<file path="src/rtl/bus_xfer_sequencer.sv">
// bus_xfer_sequencer
//   Initiator side of the datapath bus. It accepts register-transfer requests
//   (source index, destination index) over a valid/ready handshake and queues
//   them in a small FIFO. Each request drives one one-hot source out-enable
//   for SETTLE cycles. The matching one-hot destination in-enable then pulses
//   for one cycle to latch the bus.
//
// Parameters
//   QDEPTH  request FIFO depth (power of 2, >= 2)
//   SETTLE  DRIVE cycles before LATCH (1..7)
//
// Ports
//   clock       system clock, rising edge
//   clear       synchronous active-high reset
//   req_valid   request present
//   req_ready   FIFO can accept a request
//   req_src     source index (0..23 legal)
//   req_dst     destination index (0..23 legal)
//   src_out     one-hot source out-enables
//   dst_in      one-hot destination in-enables
//   done        one-cycle pulse after a transfer latches
//   err         one-cycle pulse after an out-of-range request is dropped
//   busy        sequencer active or FIFO not empty
//   xfer_count  saturating count of done pulses  (BUS_XFER_STATS_EN only)
//   err_count   saturating count of err pulses   (BUS_XFER_STATS_EN only)
//
// Build option
//   BUS_XFER_STATS_EN  adds the xfer_count / err_count statistics outputs.
//
// FSM states
//   state | meaning
//   IDLE  | no transfer; pop the FIFO head when one is present
//   DRIVE | src_out asserted; settle counter runs down to zero
//   LATCH | src_out held, dst_in asserted for one cycle; chain to next request

module bus_xfer_sequencer #(
   parameter int QDEPTH = 2,
   parameter int SETTLE = 1
) (
   input  logic        clock,
   input  logic        clear,
   input  logic        req_valid,
   output logic        req_ready,
   input  logic [4:0]  req_src,
   input  logic [4:0]  req_dst,
   output logic [23:0] src_out,
   output logic [23:0] dst_in,
   output logic        done,
   output logic        err,
`ifdef BUS_XFER_STATS_EN
   output logic [15:0] xfer_count,
   output logic [7:0]  err_count,
`endif
   output logic        busy
);

   localparam int AW = $clog2(QDEPTH);
   localparam int CW = AW + 1;
   localparam logic [2:0]    SETTLE_LD = 3'(SETTLE - 1);
   localparam logic [CW-1:0] FULL_CNT  = CW'(QDEPTH);
   localparam logic [4:0]    MAX_IDX   = 5'd23;

   typedef enum logic [1:0] {
      IDLE  = 2'd0,
      DRIVE = 2'd1,
      LATCH = 2'd2
   } state_t;

   state_t        state_q, state_d;
   logic [4:0]    src_q, src_d;
   logic [4:0]    dst_q, dst_d;
   logic [2:0]    settle_q, settle_d;
   logic [AW-1:0] wr_ptr_q, wr_ptr_d;
   logic [AW-1:0] rd_ptr_q, rd_ptr_d;
   logic [CW-1:0] count_q, count_d;
   logic          done_q, done_d;
   logic          err_q, err_d;
   logic          init_q, init_d;
   logic [9:0]    mem_q [QDEPTH];

   logic          full, empty;
   logic          accept, bad_req, push, pop;
   logic [9:0]    head;

   assign full  = (count_q == FULL_CNT);
   assign empty = (count_q == '0);
   assign head  = mem_q[rd_ptr_q];

   // init_q holds ready low through clear and for the edge that releases it
   assign req_ready = init_q && !full;
   assign accept    = req_valid && req_ready;
   assign bad_req   = (req_src > MAX_IDX) || (req_dst > MAX_IDX);
   assign push      = accept && !bad_req;

   always_comb begin
      state_d  = state_q;
      src_d    = src_q;
      dst_d    = dst_q;
      settle_d = settle_q;
      pop      = 1'b0;

      case (state_q)
         IDLE: begin
            if (!empty) begin
               pop      = 1'b1;
               src_d    = head[9:5];
               dst_d    = head[4:0];
               settle_d = SETTLE_LD;
               state_d  = DRIVE;
            end
         end
         DRIVE: begin
            if (settle_q == 3'd0) begin
               state_d = LATCH;
            end else begin
               settle_d = settle_q - 3'd1;
            end
         end
         LATCH: begin
            if (!empty) begin
               pop      = 1'b1;
               src_d    = head[9:5];
               dst_d    = head[4:0];
               settle_d = SETTLE_LD;
               state_d  = DRIVE;
            end else begin
               state_d = IDLE;
            end
         end
         default: state_d = IDLE;
      endcase

      wr_ptr_d = push ? wr_ptr_q + AW'(1) : wr_ptr_q;
      rd_ptr_d = pop  ? rd_ptr_q + AW'(1) : rd_ptr_q;
      count_d  = count_q + CW'(push) - CW'(pop);
      done_d   = (state_q == LATCH);
      err_d    = accept && bad_req;
      init_d   = 1'b1;
   end

   always_ff @(posedge clock) begin
      if (clear) begin
         state_q  <= IDLE;
         src_q    <= '0;
         dst_q    <= '0;
         settle_q <= '0;
         wr_ptr_q <= '0;
         rd_ptr_q <= '0;
         count_q  <= '0;
         done_q   <= 1'b0;
         err_q    <= 1'b0;
         init_q   <= 1'b0;
      end else begin
         state_q  <= state_d;
         src_q    <= src_d;
         dst_q    <= dst_d;
         settle_q <= settle_d;
         wr_ptr_q <= wr_ptr_d;
         rd_ptr_q <= rd_ptr_d;
         count_q  <= count_d;
         done_q   <= done_d;
         err_q    <= err_d;
         init_q   <= init_d;
      end
   end

   // storage carries no reset; occupancy is tracked by count_q alone
   always_ff @(posedge clock) begin
      if (push && !clear) begin
         mem_q[wr_ptr_q] <= {req_src, req_dst};
      end
   end

   assign src_out = ((state_q == DRIVE) || (state_q == LATCH)) ? (24'd1 << src_q) : 24'd0;
   assign dst_in  = (state_q == LATCH) ? (24'd1 << dst_q) : 24'd0;
   assign done    = done_q;
   assign err     = err_q;
   assign busy    = (state_q != IDLE) || !empty;

`ifdef BUS_XFER_STATS_EN
   logic [15:0] xfer_cnt_q, xfer_cnt_d;
   logic [7:0]  err_cnt_q, err_cnt_d;

   always_comb begin
      xfer_cnt_d = xfer_cnt_q;
      err_cnt_d  = err_cnt_q;
      if (done_q && (xfer_cnt_q != 16'hFFFF)) xfer_cnt_d = xfer_cnt_q + 16'd1;
      if (err_q && (err_cnt_q != 8'hFF))      err_cnt_d  = err_cnt_q + 8'd1;
   end

   always_ff @(posedge clock) begin
      if (clear) begin
         xfer_cnt_q <= '0;
         err_cnt_q  <= '0;
      end else begin
         xfer_cnt_q <= xfer_cnt_d;
         err_cnt_q  <= err_cnt_d;
      end
   end

   assign xfer_count = xfer_cnt_q;
   assign err_count  = err_cnt_q;
`endif

endmodule

</file>
<file path="config.mk">
export PLATFORM = sky130hd
export DESIGN_NAME = bus_xfer_sequencer
export DESIGN_NICKNAME = d
export VERILOG_FILES = /design/src/rtl/bus_xfer_sequencer.sv
export SDC_FILE = /design/constraint.sdc
export NUM_CORES = 1
export LEC_CHECK = 0
export CAP_MARGIN = 20
export CORE_ASPECT_RATIO = 2
export CORE_UTILIZATION = 46
export DETAILED_ROUTE_END_ITERATION = 10
export PLACE_DENSITY = 0.79
export SYNTH_ARGS = -nofsm -noshare
export SYNTH_HDL_FRONTEND = slang
export SYNTH_SLANG_ARGS = --single-unit
</file>
<file path="constraint.sdc">
create_clock -name clock -period 2.3 [get_ports clock]
set_input_delay 0.575 -clock clock [delete_from_list [all_inputs] [get_ports clock]]
set_output_delay 0.575 -clock clock [all_outputs]
set_load 0.01 [all_outputs]
</file>
* Yosys cells after proc, flatten, opt, wreduce, memory -nomap -nowiden
Memory sizes are Yosys's and may differ from the RTL's. A register that Yosys moved wholly into a read port is not among the register bits.
Cells that the tools add are included.
** Storage, ports and cells
- Memories :: 1
- Bits of input ports :: 13
- Output and inout bits :: 52
- Latch bits :: 0
- Word-level logic and storage cells :: 61
- Register bits :: 12
- Memory bits (writable) :: 20
- Memory bits (read-only) :: 0
** Operators by class
- Bitwise logic cells :: 1
- Shift operators :: 2
- Equal/unequal tests :: 7
- Mux-type cells :: 14
- Multiply operators :: 0
- Reduce and logical (&&, ||, !) cells :: 21
- $add $sub $neg :: 5
- Order comparisons :: 2
- Div/mod/pow operators :: 0
** Memory list
- mem_q :: depth 2, bits a word 10, rd ports 1, clocked after Yosys merged registers in 1, wr ports 1, line 79 : logic [9:0] mem_q [QDEPTH];
** Operator list (count)
- $mux 24 :: 2
- $shl 1x5->24 const A :: 2
- $gt 5x5->1 const B :: 2
- $ne 2x2->1 const B :: 4
- $mux 1 :: 6
- $mux 3 :: 2
- $pmux 2 s3 :: 1
- $pmux 3 s2 :: 1
- $logic_and 1x1->1 :: 5
- $eq 2x2->1 const B :: 2
- $logic_not 1->1 :: 4
- $logic_not 2->1 :: 2
- $mux 2 :: 2
- $reduce_and 2->1 :: 2
- $reduce_bool 2->1 :: 2
- $logic_not 3->1 :: 1
- $logic_or 1x1->1 :: 3
- $reduce_and 3->1 :: 1
- $sub 3x1->3 const B :: 1
- $add 1x1->1 const B :: 2
- $add 2x1->2 :: 1
- $eq 2x1->1 const B :: 1
- $reduce_or 2->1 :: 1
- $sub 2x1->2 :: 1
- $not 1->1 :: 1

* Depth between registers and ports, before layout
Gate-level depths: netlist of run 1.
- Depth in word-level cells :: 8
- Depth in mapped cells :: 11
- Depth with buffers taken out :: 10

* Worst setup path before layout of run 1
No wires, ideal clock.
- Path kind :: reg-to-reg
- Start point :: register state_q[0]
- End point :: register count_q[1]
- Buffers on the path :: 1
- Data required time :: 2.166 ns
- Path slack :: 0.202 ns
- Stages on the path, launching flop included :: 12
- Library setup time :: 0.134 ns
- Period minus slack after synthesis :: 2.098 ns
- Arrival time :: 1.964 ns
- Path through :: dfxtp_1 -> inv_1 -> ha_1 -> nor2_1 -> nor2_4 -> buf_2 -> ha_1 -> inv_1 -> ha_1 -> xor2_1 -> xnor2_1 -> nor2_1
** Between the ends
- Longest elaborated chain between the ends :: 4
- Elaborated cells between the ends (all ways) :: 5
- Classes of those cells :: add/sub (1); eq/ne (1); mux (1); reduce/logical (2)
** RTL lines
- from (decl) :: line 69 : state_t state_q, state_d;
- from (signal assigned) :: line 154 : state_q <= state_d;
- $eq 2x2->1
- named net done_d :: line 76 : logic done_q, done_d;
- $reduce_or 2->1 (no source line)
- $mux 1
- named net pop :: line 82 : logic accept, bad_req, push, pop;
- $sub 2x1->2 :: line 135 : count_d = count_q + CW'(push) - CW'(pop);
- to (signal assigned) :: line 160 : count_q <= count_d;
- to (decl) :: line 75 : logic [CW-1:0] count_q, count_d;
The timed path passes the listed nets, and every way through them passes these cells.
A chain may end at the register's enable or synchronous reset.

* Worst setup path in the final report of run 1
- Start point :: register state_q[1]
- End point :: output port src_out[20]
** Between the ends
- Longest elaborated chain between the ends :: 3
- Elaborated cells between the ends (all ways) :: 4
- Classes of those cells :: eq/ne (2); mux (1); reduce/logical (1)
** RTL lines
- $eq 2x1->1 or $eq 2x2->1 (tied branches) :: line 174 : assign src_out = ((state_q == DRIVE) || (state_q == LATCH)) ? (24'd1 << src_q) : 24'd0;
- $logic_or 1x1->1 * :: line 174
- $mux 24 * :: line 174
- to (decl) :: line 46 : output logic [23:0] src_out,
Mark *: on every way between the ends. The rest lies on a longest branch, timed or not.

==> run metrics, run 1 <==
Root Buffer=clkbuf_8; crit-path leading delay family=simple AND/OR/NAND/NOR gates; CP max stage delay=0.33 ns; core area=4300 sq um; element type at the critical path end=output port; Distinct cells, synth=34; final hold violations=0; reg-to-reg startpoint=state_q[0]; Setup Skew=0.00854 ns; cells on worst reg2reg path=12; clock-pin slew on the worst setup and hold paths=0.08 ns; number of routed nets with antenna violations=0; Post-Route WL=4450 um; GRT Residual Overflow=0; min Tclk post-route=2.21 ns; layout cells sized above 1=0.259; CTS buffer count=5; clock buffer depth=2; final setup vio count=0; initial antenna violation count=0; YS warnings=0; data arrival time of the critical path=1.63 ns; fin crit share=0.960; DR DRC count=0; Yosys top cell area share=0.293; Hold EP=settle_q[0]; Pleak=1.21 nW; Slew Limit Fails=0; asr flop ratio synth=0; Synth top cells by count=nor2_1, dfxtp_1, edfxtp_1, mux2i_1; Synth area leaders=edfxtp_1, dfxtp_1, nor2_1, ha_1, mux2i_1; Worst-Margin Slew=0.605 ns; die width=49.2 um; # IOs=65; crit path max-delay cell type=dfxtp_2; Power Dens Cells=907 nW/um^2; maxcap violations=0; flops & latches, synth=42; Die Ht=96.5 um; cell accounting for the most synthesized area=edfxtp_1; crit start category=register; TritonCTS clock tree=built; Switching Share=0.349; final core utilization=0.679; Routed WL per cell=12.7 um; DRT iter0 DRCs=21; Clock Power Share=0.214; worst path cell trace=inv_1, ha_4, nor2b_4, nand3b_1, buf_4, nor2_1, clkbuf_2; Net Sw Power=923 uW; synthesized instance count=213; critical path class=reg2out; initial core utilization=0.478; Logic pwr share=0.402; count leader, synth=nor2_1; max_slew headroom=0.596; register area=1040 sq um; drt pass-1 iters=4; CP required=1.73 ns; # hold bufs at CTS=0; DR vias/cell=4.99; Tot Pwr=2.65 mW; Area Growth Syn to Fin=42.0%; Layout fillers=349; Detail Placement HPWL=3350 um; post-synthesis sequential area ratio=0.507; crit path from=state_q[1]; total track usage=0.199; Critical Path Fanout Max=4; setup TNS=0 ns; synthesized area per cell=9.64 sq um; outcome=finished clean; first-pass GRT wire length=7110 um; multi-input logic area=1020 sq um; Routability Congestion=0.783; P_int=1.72 mW; reg2reg setup slack=0.21 ns; hold_ws=0.471 ns; vias in the first global route=1,612; syn_nets=235; I/O Buffers=64; via count=1,753; Die ar.=4750 sq um; hold path startpoint=settle_q[0]; clock sinks=42; Inserted Diodes=0; ys flop type=dfxtp_1; maximum VDD drop=0.655 mV; largest net degree at the start of global routing=23; fin nets=318; sequential power share=0.385; Post-synth EDFFs=20; Syn Std Cell Area=2050 sq um; site row count=34; Achievable Freq=0.453 GHz; Worst Hold Depth=2; Hold WC Path Type=reg2reg; clk_lat worst skew=0.29 ns; CTS H-tree lvls=2; worst r2r dst=count_q[1]; worst path bufs/invs=3
-- through the flow --
step / cells / setup slack (ns) / area, sq um
2_1_floorplan: 213 / 0.202 / 2050
3_3_place_gp: 340 / -0.0993 / 2860
3_5_place_dp: 340 / -0.139 / 2860
4_1_cts: 349 / -0.133 / 2960
5_1_grt: 351 / -0.00871 / 2920
6_report: 351 / 0.0920 / 2920
-- tightest hold or removal path, stage by stage (launching register included) --
cell     delay [ns]
dfxtp_1        0.32
nand3_1        0.06
o21ai_1        0.05
-- power by group through the flow --
stage | combinational (mW) | clock [mW] | sequential (mW)
after floorplan | 0.741 | 0 | 0.990
after global placement | 0.997 | 0 | 1.02
after detailed placement | 1.01 | 0 | 1.02
after CTS | 1.03 | 0.583 | 1.01
after global routing | 1.19 | 0.611 | 1.04
final | 1.06 | 0.566 | 1.02
-- worst max-delay path by stage --
stage	endpoint	slack, ns	cells after the start
global route	src_out[20]	-0.009	7
detailed placement	count_q[1]	-0.14	9
finish	src_out[20]	0.09	7
global placement	count_q[1]	-0.1	9
floorplan	count_q[1]	0.20	11
CTS	src_out[22]	-0.13	7
-- placed cells by master (no fill, tap or decap), types with 7 or more instances in the layout --
cell             count
mux2i_1             10
clkdlybuf4s15_1      8
a211oi_2             7
clkdlybuf4s50_1     16
dlygate4sd2_1       15
ha_1                 8
dfxtp_1             20
nor2_1              66
buf_4               17
edfxtp_1            20
clkbuf_2            22
-- kinds of logic after synthesis --
group | share of synthesized area
mux | 0.0488
buf+inv | 0.0268
xor+xnor | 0.0171
compound gates | 0.0902
fa+ha+maj | 0.0548
simple gates | 0.255
flops | 0.507
-- metal layers --
metal / share of wire / track usage / vias up
li1: - / - / 896
met1: 0.37 / 0.188 / 795
met2: 0.57 / 0.390 / 55
met3: 0.036 / 0.0344 / 7
met4: 0.023 / 0.113 / 0
met5: 0 / 0 / -
-- registers in the layout (all words and copies together), names as in the netlist, 2 cells and up --
name and cells:
mem_q 20, dst_q 5, src_q 5, settle_q 3, count_q 2, state_q 2
-- layout make-up --
type,instances,area share
clock buffers,6,0.0249
inverters,6,0.00773
multi-input cells,158,0.349
well taps,54,0.0232
clock inverters,2,0.0124
flip-flops and latches,42,0.358
repair buffers,83,0.225
-- repair_timing --
item,in CTS,in global routing
pin swaps,0,2
buffers inserted,1,2
gates resized for setup,67,59
setup endpoints to repair,48,37
Note: power is estimated with default switching activity, not from simulation.
==> run 2, diff against run 1 <==
- clock period: 2.3 -> 2.5 ns (I/O delays scaled with it)
==> run 2 against run 1 <==
Compared with the run above:
- clock-buffer cell count decreased by 1
- via count fell by 2.3%
- cell count is 2.0% lower
- die area did not move
- first-iteration DRC count down 4.8%
- critical endpoint is now src_out[17]
==> run metrics, run 2 (same netlist as run 1, synthesis figures left out) <==
outcome=finished clean; sequential power share=0.402 (+0.017); Root Buffer=clkbuf_8; Pleak=1.41 nW (+17%); total track usage=0.188 (-0.0112); core area=4300 sq um (unchanged); hold path startpoint=settle_q[0]; TritonCTS clock tree=built; crit start category=register; via count=1,713 (-2.3%); DR DRC count=0 (unchanged); placed insts=332 (-2.4%); # IOs=65 (unchanged); initial core utilization=0.478 (unchanged); vias in the first global route=1,536 (-4.7%); CTS buffer count=5 (unchanged); final core utilization=0.688 (+0.00932); multi-input logic area=1010 sq um (-0.37%); Net Sw Power=868 uW (-6.0%); Inserted Diodes=0 (unchanged); reg2reg setup slack=0.27 ns (+0.06 ns); Slew Limit Fails=0 (unchanged); CP required=1.88 ns (+0.15 ns); fin nets=311 (-2.2%); final hold violations=0 (unchanged); most common cell after layout, fill and taps aside=nor2_1; # hold bufs at CTS=0 (unchanged); worst path bufs/invs=3 (unchanged); Logic pwr share=0.418 (+0.016); critical path depth in cells=7 (unchanged); crit path max-delay cell type=dfxtp_2; Routed WL per cell=12.7 um (+0.20%); worst path cell trace=inv_1, ha_4, nor2b_4, buf_4, nand3_2, nor2_1, dlygate4sd2_1; Hold WC Path Type=reg2reg; number of routed nets with antenna violations=0 (unchanged); CTS H-tree lvls=2 (unchanged); worst r2r dst=count_q[1]; Die ar.=4750 sq um (unchanged); Die Ht=96.5 um (unchanged); reg-to-reg startpoint=state_q[1]; clock sinks=42 (unchanged); drt pass-1 iters=4 (unchanged); data arrival time of the critical path=1.80 ns (+0.17 ns); dpl ws=-0.0856 ns (+0.0535 ns); clock buffer depth=2 (unchanged); final setup vio count=0 (unchanged); Worst-Margin Slew=0.632 ns (+0.0266 ns); DRT iter0 DRCs=20 (-4.8%); critical path class=reg2out; crit path from=state_q[0]; setup TNS=0 ns (unchanged); max_slew headroom=0.578 (-0.0176); Achievable Freq=0.413 GHz; GRT Residual Overflow=0 (unchanged); crit path to=src_out[17]; cells on worst reg2reg path=11 (-1); Most flops, register=mem_q; Critical Path Fanout Max=4 (unchanged); element type at the critical path end=output port; P_int=1.46 mW (-15%); first-pass GRT wire length=6840 um (-3.9%); clk_lat worst skew=0.29 ns (about the same); register area=1040 sq um (unchanged); hold_ws=0.469 ns (-0.00193 ns); fin crit share=0.970; clock-pin slew on the worst setup and hold paths=0.08 ns (about the same); Switching Share=0.372 (+0.0235); Layout fillers=354 (+1.4%); Layout Cells excl Fill=344 (-2.0%); Post-Route WL=4370 um (-1.8%); maxcap violations=0 (unchanged); crit-path leading delay family=buffers and inverters; Setup WS post-layout=0.0761 ns (-0.0159 ns); I/O Buffers=64 (unchanged); site row count=34 (unchanged); Routability Congestion=0.814 (+4.0%); CP max stage delay=0.34 ns (about the same); Area Growth Syn to Fin=43.9%; Post-DP Area=2800 sq um (-2.1%); max FFs per register=20 (unchanged); DR vias/cell=4.98 (-0.29%); Power Dens Cells=789 nW/um^2 (-13%); Detail Placement HPWL=3260 um (-2.7%); largest net degree at the start of global routing=24 (+4.3%); final instance area=2960 sq um (+1.4%); Clock Power Share=0.180 (-0.034); die width=49.2 um (unchanged); maximum VDD drop=0.585 mV (-11%); Tot Pwr=2.33 mW (-12%); min Tclk post-route=2.42 ns; Setup Skew=0.00749 ns (-0.00106 ns); layout cells sized above 1=0.152 (-0.108); biggest registers after layout=mem_q x20, dst_q x5, src_q x5; initial antenna violation count=0 (unchanged); most frequent cells in the layout=nor2_1, dlygate4sd2_1, dfxtp_1, clkdlybuf4s50_1, edfxtp_1
==> run 2: changes by cell type in the layout (fill, tap and decap cells not counted), moves of 4 or more <==
cell	before	now
buf_4	17	10
clkbuf_2	22	0
clkdlybuf4s15_1	8	0
clkdlybuf4s50_1	16	20
dlygate4sd2_1	15	30
dlymetal6s2s_1	0	12
==> run 2: worst reg2reg max path, cell delays in order, from the launching register on <==
cell,delay [ns]
dfxtp_2,0.32
buf_4,0.14
ha_1,0.19
buf_4,0.16
nor2_1,0.31
nor2_4,0.13
ha_1,0.31
inv_1,0.05
ha_1,0.14
xor2_1,0.18
xnor2_1,0.13
nor2_1,0.05
==> run 2: area by class of cell <==
type,instances,share of cell area
clock buffer,5,0.0233
clock inverter,3,0.00720
inverter,6,0.00762
multi-input combinational,159,0.343
sequential,42,0.353
tap,54,0.0229
timing repair buffer,75,0.243
==> run 2: layer usage <==
layer,up-vias,track usage,part of all wire
li1,880,-,-
met1,782,0.177,0.36
met2,46,0.389,0.60
met3,5,0.0313,0.034
met4,0,0.0662,0.013
met5,-,0,0
==> run 2: worst min path at each step <==
stage,end,cells past startpoint
floorplan,settle_q[0],2
global placement,settle_q[0],2
detailed placement,settle_q[0],2
CTS,settle_q[0],2
global route,settle_q[0],2
finish,settle_q[0],2
==> run 2: timing repair <==
action / CTS / global route
buffers inserted: 2 / 1
pin swaps: 1 / 1
gates cloned: 0 / 1
setup endpoints to repair: 39 / 23
resized for setup: 46 / 16
endpoints found under the hold margin: 0 / 0
==> run 2: power by group through the flow <==
| stage | Clock, mW | Combinational (mW) | Sequential, mW |
|---|---|---|---|
| 2_1_floorplan | 0 | 0.681 | 0.911 |
| 3_3_place_gp | 0 | 0.875 | 0.935 |
| 3_5_place_dp | 0 | 0.902 | 0.940 |
| 4_1_cts | 0.435 | 0.950 | 0.934 |
| 5_1_grt | 0.465 | 1.08 | 0.953 |
| 6_report | 0.419 | 0.974 | 0.937 |
